## config.mk

```make
export PLATFORM = sky130hd
export DESIGN_NAME = decoder_3to8
export DESIGN_NICKNAME = d
export VERILOG_FILES = /design/src/rtl/decoder_pkg.sv /design/src/rtl/decoder_core.sv /design/src/rtl/decoder_3to8.sv
export SDC_FILE = /design/constraint.sdc
export NUM_CORES = 1
export LEC_CHECK = 0
export ABC_AREA = 0
export CAP_MARGIN = 10
export CORE_AREA = 4 4 41 43
export CTS_BUF_LIST = sky130_fd_sc_hd__clkbuf_4 sky130_fd_sc_hd__clkbuf_8 sky130_fd_sc_hd__clkbuf_16
export DETAILED_ROUTE_END_ITERATION = 10
export DIE_AREA = 0 0 45 47
export GPL_ROUTABILITY_DRIVEN = 1
export SYNTH_ARGS = -nofsm -noshare
export SYNTH_HDL_FRONTEND = slang
export SYNTH_SLANG_ARGS = --single-unit
```

## constraint.sdc

```tcl
create_clock -name clk -period 0.88 [get_ports clk]
set_clock_uncertainty 0.1 [all_clocks]
set_input_delay 0.132 -clock clk [delete_from_list [all_inputs] [get_ports clk]]
set_output_delay 0.132 -clock clk [all_outputs]
set_load 0.01 [all_outputs]
```

## src/rtl/decoder_pkg.sv

```systemverilog
// -----------------------------------------------------------------------------
// decoder_pkg
// Shared definitions for the registered 3-to-8 one-hot decoder.
//   DEC_IN_W      : index width (3)
//   DEC_OUT_W     : number of one-hot lines (8)
//   dec_onehot_t  : one-hot vector type
//   dec_onehot()  : next-state one-hot value for a given enable and index
// -----------------------------------------------------------------------------
package decoder_pkg;

  localparam int DEC_IN_W  = 3;
  localparam int DEC_OUT_W = 1 << DEC_IN_W;

  typedef logic [DEC_OUT_W-1:0] dec_onehot_t;

  // Each bit is set only when the enable and the index compare are both true.
  // An X/Z on either input makes the compare unknown, so the branch is not
  // taken and the bit keeps its zero default instead of turning X.
  function automatic dec_onehot_t dec_onehot(input logic en,
                                             input logic [DEC_IN_W-1:0] idx);
    dec_onehot_t v;
    v = '0;
    for (int k = 0; k < DEC_OUT_W; k++) begin
      if (en && (idx == DEC_IN_W'(k))) v[k] = 1'b1;
    end
    return v;
  endfunction

endpackage

```

## src/rtl/decoder_core.sv

```systemverilog
// -----------------------------------------------------------------------------
// decoder_core
// Purely combinational binary-to-one-hot decode with enable.
//   en      in   1        : decode enable; all-zero result when low
//   in      in   IN_W     : binary index
//   onehot  out  2**IN_W  : one-hot result (bit k set when in == k and en)
// -----------------------------------------------------------------------------
module decoder_core
  import decoder_pkg::*;
#(
  parameter int IN_W = DEC_IN_W
) (
  input  logic                 en,
  input  logic [IN_W-1:0]      in,
  output logic [(2**IN_W)-1:0] onehot
);

  generate
    if (IN_W == DEC_IN_W) begin : g_pkg
      assign onehot = dec_onehot(en, in);
    end else begin : g_generic
      always_comb begin
        // NOTE: default every bit first so no path leaves onehot unassigned
        // (which would infer a latch).
        onehot = '0;
        for (int k = 0; k < 2**IN_W; k++) begin
          if (en && (in == IN_W'(k))) onehot[k] = 1'b1;
        end
      end
    end
  endgenerate

endmodule

```

## src/rtl/decoder_3to8.sv

```systemverilog
// -----------------------------------------------------------------------------
// decoder_3to8
// Registered binary-to-one-hot decoder with enable. One cycle of latency,
// no combinational path from inputs to outputs.
//   clk    in   1      : clock, rising edge
//   rst_n  in   1      : asynchronous active-low reset
//   en     in   1      : decode enable
//   in     in   IN_W   : binary index
//   out    out  OUT_W  : registered one-hot result
//   hit    out  1      : registered flag, high when any out bit is high
//   out_n  out  OUT_W  : registered active-low copy of out
//                        (only when DECODER_ACTIVE_LOW_EN is defined)
// Build option: DECODER_ACTIVE_LOW_EN adds out_n and its register.
// -----------------------------------------------------------------------------
module decoder_3to8
  import decoder_pkg::*;
#(
  parameter  int IN_W  = DEC_IN_W,
  localparam int OUT_W = 2**IN_W
) (
  input  logic             clk,
  input  logic             rst_n,
  input  logic             en,
  input  logic [IN_W-1:0]  in,
  output logic [OUT_W-1:0] out,
  output logic             hit
`ifdef DECODER_ACTIVE_LOW_EN
  ,
  output logic [OUT_W-1:0] out_n
`endif
);

  logic [OUT_W-1:0] onehot;

  decoder_core #(
    .IN_W (IN_W)
  ) u_core (
    .en     (en),
    .in     (in),
    .onehot (onehot)
  );

  // hit is derived from the decoded value rather than from en directly so an
  // unknown en cannot leak X into the flag; for known inputs the two agree.
  logic hit_d;
  assign hit_d = |onehot;

  // NOTE: sequential state uses non-blocking assignments so every register
  // samples the pre-edge values of its inputs.
  always_ff @(posedge clk or negedge rst_n) begin
    if (!rst_n) begin
      out <= '0;
      hit <= 1'b0;
    end else begin
      out <= onehot;
      hit <= hit_d;
    end
  end

`ifdef DECODER_ACTIVE_LOW_EN
  // Kept as its own register (not an inverter after out) so out_n is a clean
  // flop output with the same timing as out.
  always_ff @(posedge clk or negedge rst_n) begin
    if (!rst_n) begin
      out_n <= '1;
    end else begin
      out_n <= ~onehot;
    end
  end
`endif

endmodule

```

Word-level counts from Yosys, hierarchy flattened
Index checks and enable logic that the tools add are counted.
{"block": "word_totals", "regBits": 9, "inputBits": 6, "output_inout_bits": 9, "word_cells": 27}
{"block": "op_classes", "eq_ne": 7, "mux": 8, "n_reduce_logical": 10}
{"operator": "equality test 3 bit, second input constant", "count": 4}
{"operator": "logical AND 1 bit", "count": 8}
{"operator": "two-way mux 1 bit", "count": 8}
{"operator": "OR reduction 8 bit", "count": 1}
{"operator": "equality test 3 x 2 -> 1 bit, second input constant", "count": 2}
{"operator": "equality test 3 x 1 -> 1 bit, second input constant", "count": 1}
{"operator": "zero test 3 bit", "count": 1}

Longest topological paths before layout
Gate-level depths: netlist (run 1).
{"block": "depth", "depth_word": 4, "ltp_mapped": 1, "depth_no_buf": 1}

Cells and area by module
From an unflattened synthesis (run 1), not the netlist that was laid out.
{"block": "unflattened", "cells_unflattened": 20, "area_unflattened_um2": 336.6}
{"module": "decoder_3to8", "instances": 1, "cells_each": 12, "area_each_um2": 241.5, "seq_area_each_um2": 225.2}
{"module": "decoder_core", "instances": 1, "cells_each": 8, "area_each_um2": 95.1, "seq_area_each_um2": 0.0}

Worst setup path after synthesis (run 1)
Ideal clock, no wire load.
{"block": "synth_path", "kind": "register to output", "start": "register hit", "end": "output port hit", "arrival_ns": 0.376, "t_required_ns": 0.648, "path_slack_ns": 0.272, "stages_incl_launch_ff": 1, "path_buffers": 0, "path_cell_list": "dfrtp_1"}
{"item": "start: declaration", "line_no": "decoder_3to8.sv:26", "text": "output logic hit"}
{"item": "start signal: assignment", "line_no": "decoder_3to8.sv:56", "text": "hit <= hit_d;"}
No word-level cell between the ends.

Final worst setup path (run 1)
{"block": "layout_path", "start": "register out[1]", "end": "output port out[1]"}
{"item": "start: declaration", "line_no": "decoder_3to8.sv:25", "text": "output logic [OUT_W-1:0] out,"}
{"item": "start signal: assignment", "line_no": "decoder_3to8.sv:55", "text": "out <= onehot;"}
No word-level cell between the ends.

==> results of run 1 <==
-- through the flow --
| stage | power (uW) | area (um2) |
|---|---|---|
| final | 832 | 472 |
| after global placement | 521 | 479 |
| after CTS | 843 | 459 |
| after detailed placement | 524 | 479 |
| after floorplan | 458 | 324 |
| after global routing | 889 | 472 |
-- cells by family (layout without fill, tap and decap cells) --
kind of cell,after synthesis,in the layout
DFF,9,9
and+or+nand+nor,8,8
buffers and inverters,1,18
-- worst max-delay path by stage --
stage	slack (ns)	depth (start not counted)	from	to
after floorplan	0.27	0	hit	hit
after global placement	-0.29	2	in[1]	out[5]
after detailed placement	-0.32	2	in[0]	out[0]
after CTS	-0.10	1	out[5]	out[5]
after global routing	-0.14	1	out[7]	out[7]
final	-0.09	1	out[1]	out[1]
-- metal layers --
layer	track usage [%]	routed length (um)	vias up	share of wire (%)
li1	-	-	104	-
met1	9.20	243	88	42
met2	11.6	251	11	44
met3	3.45	77	0	13
met4	7.02	0	0	0
met5	0	0	-	0
-- final cells by class --
type | count | area [um2]
sequential | 9 | 225
tap | 15 | 18.8
timing repair buffer | 14 | 103
multi-input combinational | 8 | 95.1
clock buffer | 4 | 30.0
fill | 135 | 830
-- flip-flops by register name (all words and copies together), names as in the netlist --
signal  flops
hit         1
out         8
-- cells in the final DEF (no fill, tap or decap), drive strengths merged --
| cell type | synthesis | layout |
|---|---|---|
| and4 | 1 | 1 |
| and4b | 3 | 3 |
| dfrtp | 9 | 9 |
| clkdlybuf4s50 | 0 | 1 |
| and4bb | 3 | 3 |
| nor4b | 1 | 1 |
| clkbuf | 1 | 4 |
| dlygate4sd2 | 0 | 4 |
| buf | 0 | 9 |
-- report_power, final --
| part | switching, uW | leakage [uW] | internal, uW |
|---|---|---|---|
| logic | 36.5 | 0.000113 | 35.4 |
| registers | 2.67 | 0.000121 | 425 |
| clock network | 127 | 0.0000184 | 204 |
-- repair_timing --
action / 4_1_cts / 5_1_grt
cloned: 0 / 0
setup endpoints to repair: 17 / 9
gates resized for setup: 40 / 2
==> results.yml, run 1 <==
placed_design:
  gpl.final_weighted_congestion: 0.691
  io_buffers: 14
  pre_cts_slack_ns: -0.319
  placed_cells: 46
  hpwl_detailed_um: 443
logic_synthesis:
  synth_nets: 24
  synth_top_family_by_area: "simple AND/OR/NAND/NOR gates"
  synthesis.yosys.warnings: 0
  post_synth.cell_area_avg_um2: 18.0
  post_synthesis_share_of_cell_area_spent_on_full_adders_half_adders_and_majority_gates_pct: 0
  sequential_element_share_of_the_synthesized_area_pct: 69.5
  synth_cells: 18
  yosysTopAreaCell: "dfrtp_1"
  synth-main-ff-cell: "dfrtp_1"
  synthesized_area_fraction_occupied_by_xor_and_xnor_cells_pct: 0
  fraction_of_synthesized_area_in_multiplexers_pct: 0
  synth-seq-cells: 9
  ys_top_cells_by_area: "dfrtp_1 (69%), and4bb_1 (7.7%), and4b_2 (6.9%)"
  yosys.area.top_type_share_pct: 69.5
  yosys.cell_count.top_type: "dfrtp_1"
  synth_simple_gate_area_share_pct: 29.3
  synthDistinctLibCells: 8
  synth_common_cells: "dfrtp_1 (9), and4b_2 (2), and4bb_1 (2)"
  synth-compound-area-share_pct: 0
  synth_area_um2: 324
  synth_edf_count: 0
  async_reset_ff_share_pct: 100
cells_and_area:
  instances_no_fill: 50
  ant_diodes: 0
  final_core_utilization_pct: 36.3
  layout.nets: 42
  area_delta_synth_final_pct: 45.6
  drive_above_1_share_pct: 51.4
pwr:
  ir_worst_vdd_mv: 0.722
  power_density_of_the_placed_cells_nw_per_um2: 1760
  p_leak_uw: 0.000253
sta:
  finalCriticalPeriod_ns: 0.969
  slew-limit-headroom_pct: 74.1
  post-route-worst-setup-slack_ns: -0.0892
  fin_tns_setup_ns: -0.760
  number_of_endpoints_failing_setup_at_the_final_stage: 9
  maxClockFrequency_mhz: 1030
  timing_hold_violations_final: 0
  slew_violations: 0
  rsz0062_at_grt: "yes"
  min_period_over_period_pct: 110
  tightestPinTransition_ns: 0.388
  hold_slack_ns: 0.0695
global_routing:
  pin_count_of_the_biggest_net_entering_global_routing: 10
  grt_pass1_wl_mm: 1.15
  grt_total_ovfl: 0
  groute.usage.overall_pct: 8.08
  first_global_vias: 259
  antenna_found_initial: 0
floorplanning:
  ioPinCount: 15
  core_area_um2: 1300
  core.rowCount: 13
  effective_utilization_at_floorplan_pct: 24.9
  dieArea_um2: 2120
  overall_die_width_um: 45
  die_h_um: 47
cts:
  cts_max_level: 1
  cts_hold_repair.buffers: 0
  cts_max_path_buffers: 2
  cts_buffers: 3
  cts_tree: "built"
  clock_sinks: 9
  clk_pin_slew_ns: 0.06
  clockRootBuffer: "clkbuf_4"
  post-cts-setup-buffer-count: 0
routing:
  remaining_drc_errors: 0
  dr_total_vias: 203
  viasPerCell: 4.06
  wl_per_cell_um: 11.4
  detail_route.wirelength_um: 572
  route.antenna.remaining_nets: 0
  drt_first_iter_violations: 0
  detail_route.first_pass.iterations: 1
worst_setup_path:
  worst_ep_arrival_time_ns: 0.74
  timing.critical_path.fanout_max: 1
  critical-path-top-delay-family: "flip-flops"
  critical_path_buf_inv_count: 1
  startpoint_type: "register"
  critPathRequiredTime_ns: 0.65
  worstPathCellList: "buf_6"
  path_class: "register to primary output"
  slowest_delay_ns: 0.37
  crit_slowest_cell: "dfrtp_1"
  critical_path_endpoint_category: "primary output"
status:
  result_of_the_run: "finished with violations"
  violations: "setup timing"
worst_hold_path:
  hold_class: "input pin to async pin"
flow_run:
  drv.max_cap_violation_count: 0
(Power assumes the default switching activity.)
==> run 2, diff against run 1 <==
--- a/config.mk
+++ b/config.mk
@@ -12,6 +12,7 @@
 export DETAILED_ROUTE_END_ITERATION = 10
 export DIE_AREA = 0 0 45 47
 export GPL_ROUTABILITY_DRIVEN = 1
+export SETUP_SLACK_MARGIN = 0.02
 export SYNTH_ARGS = -nofsm -noshare
 export SYNTH_HDL_FRONTEND = slang
 export SYNTH_SLANG_ARGS = --single-unit
==> results of run 2 <==
Same layout as run 1: the final DEF is identical, and so are final timing and power.
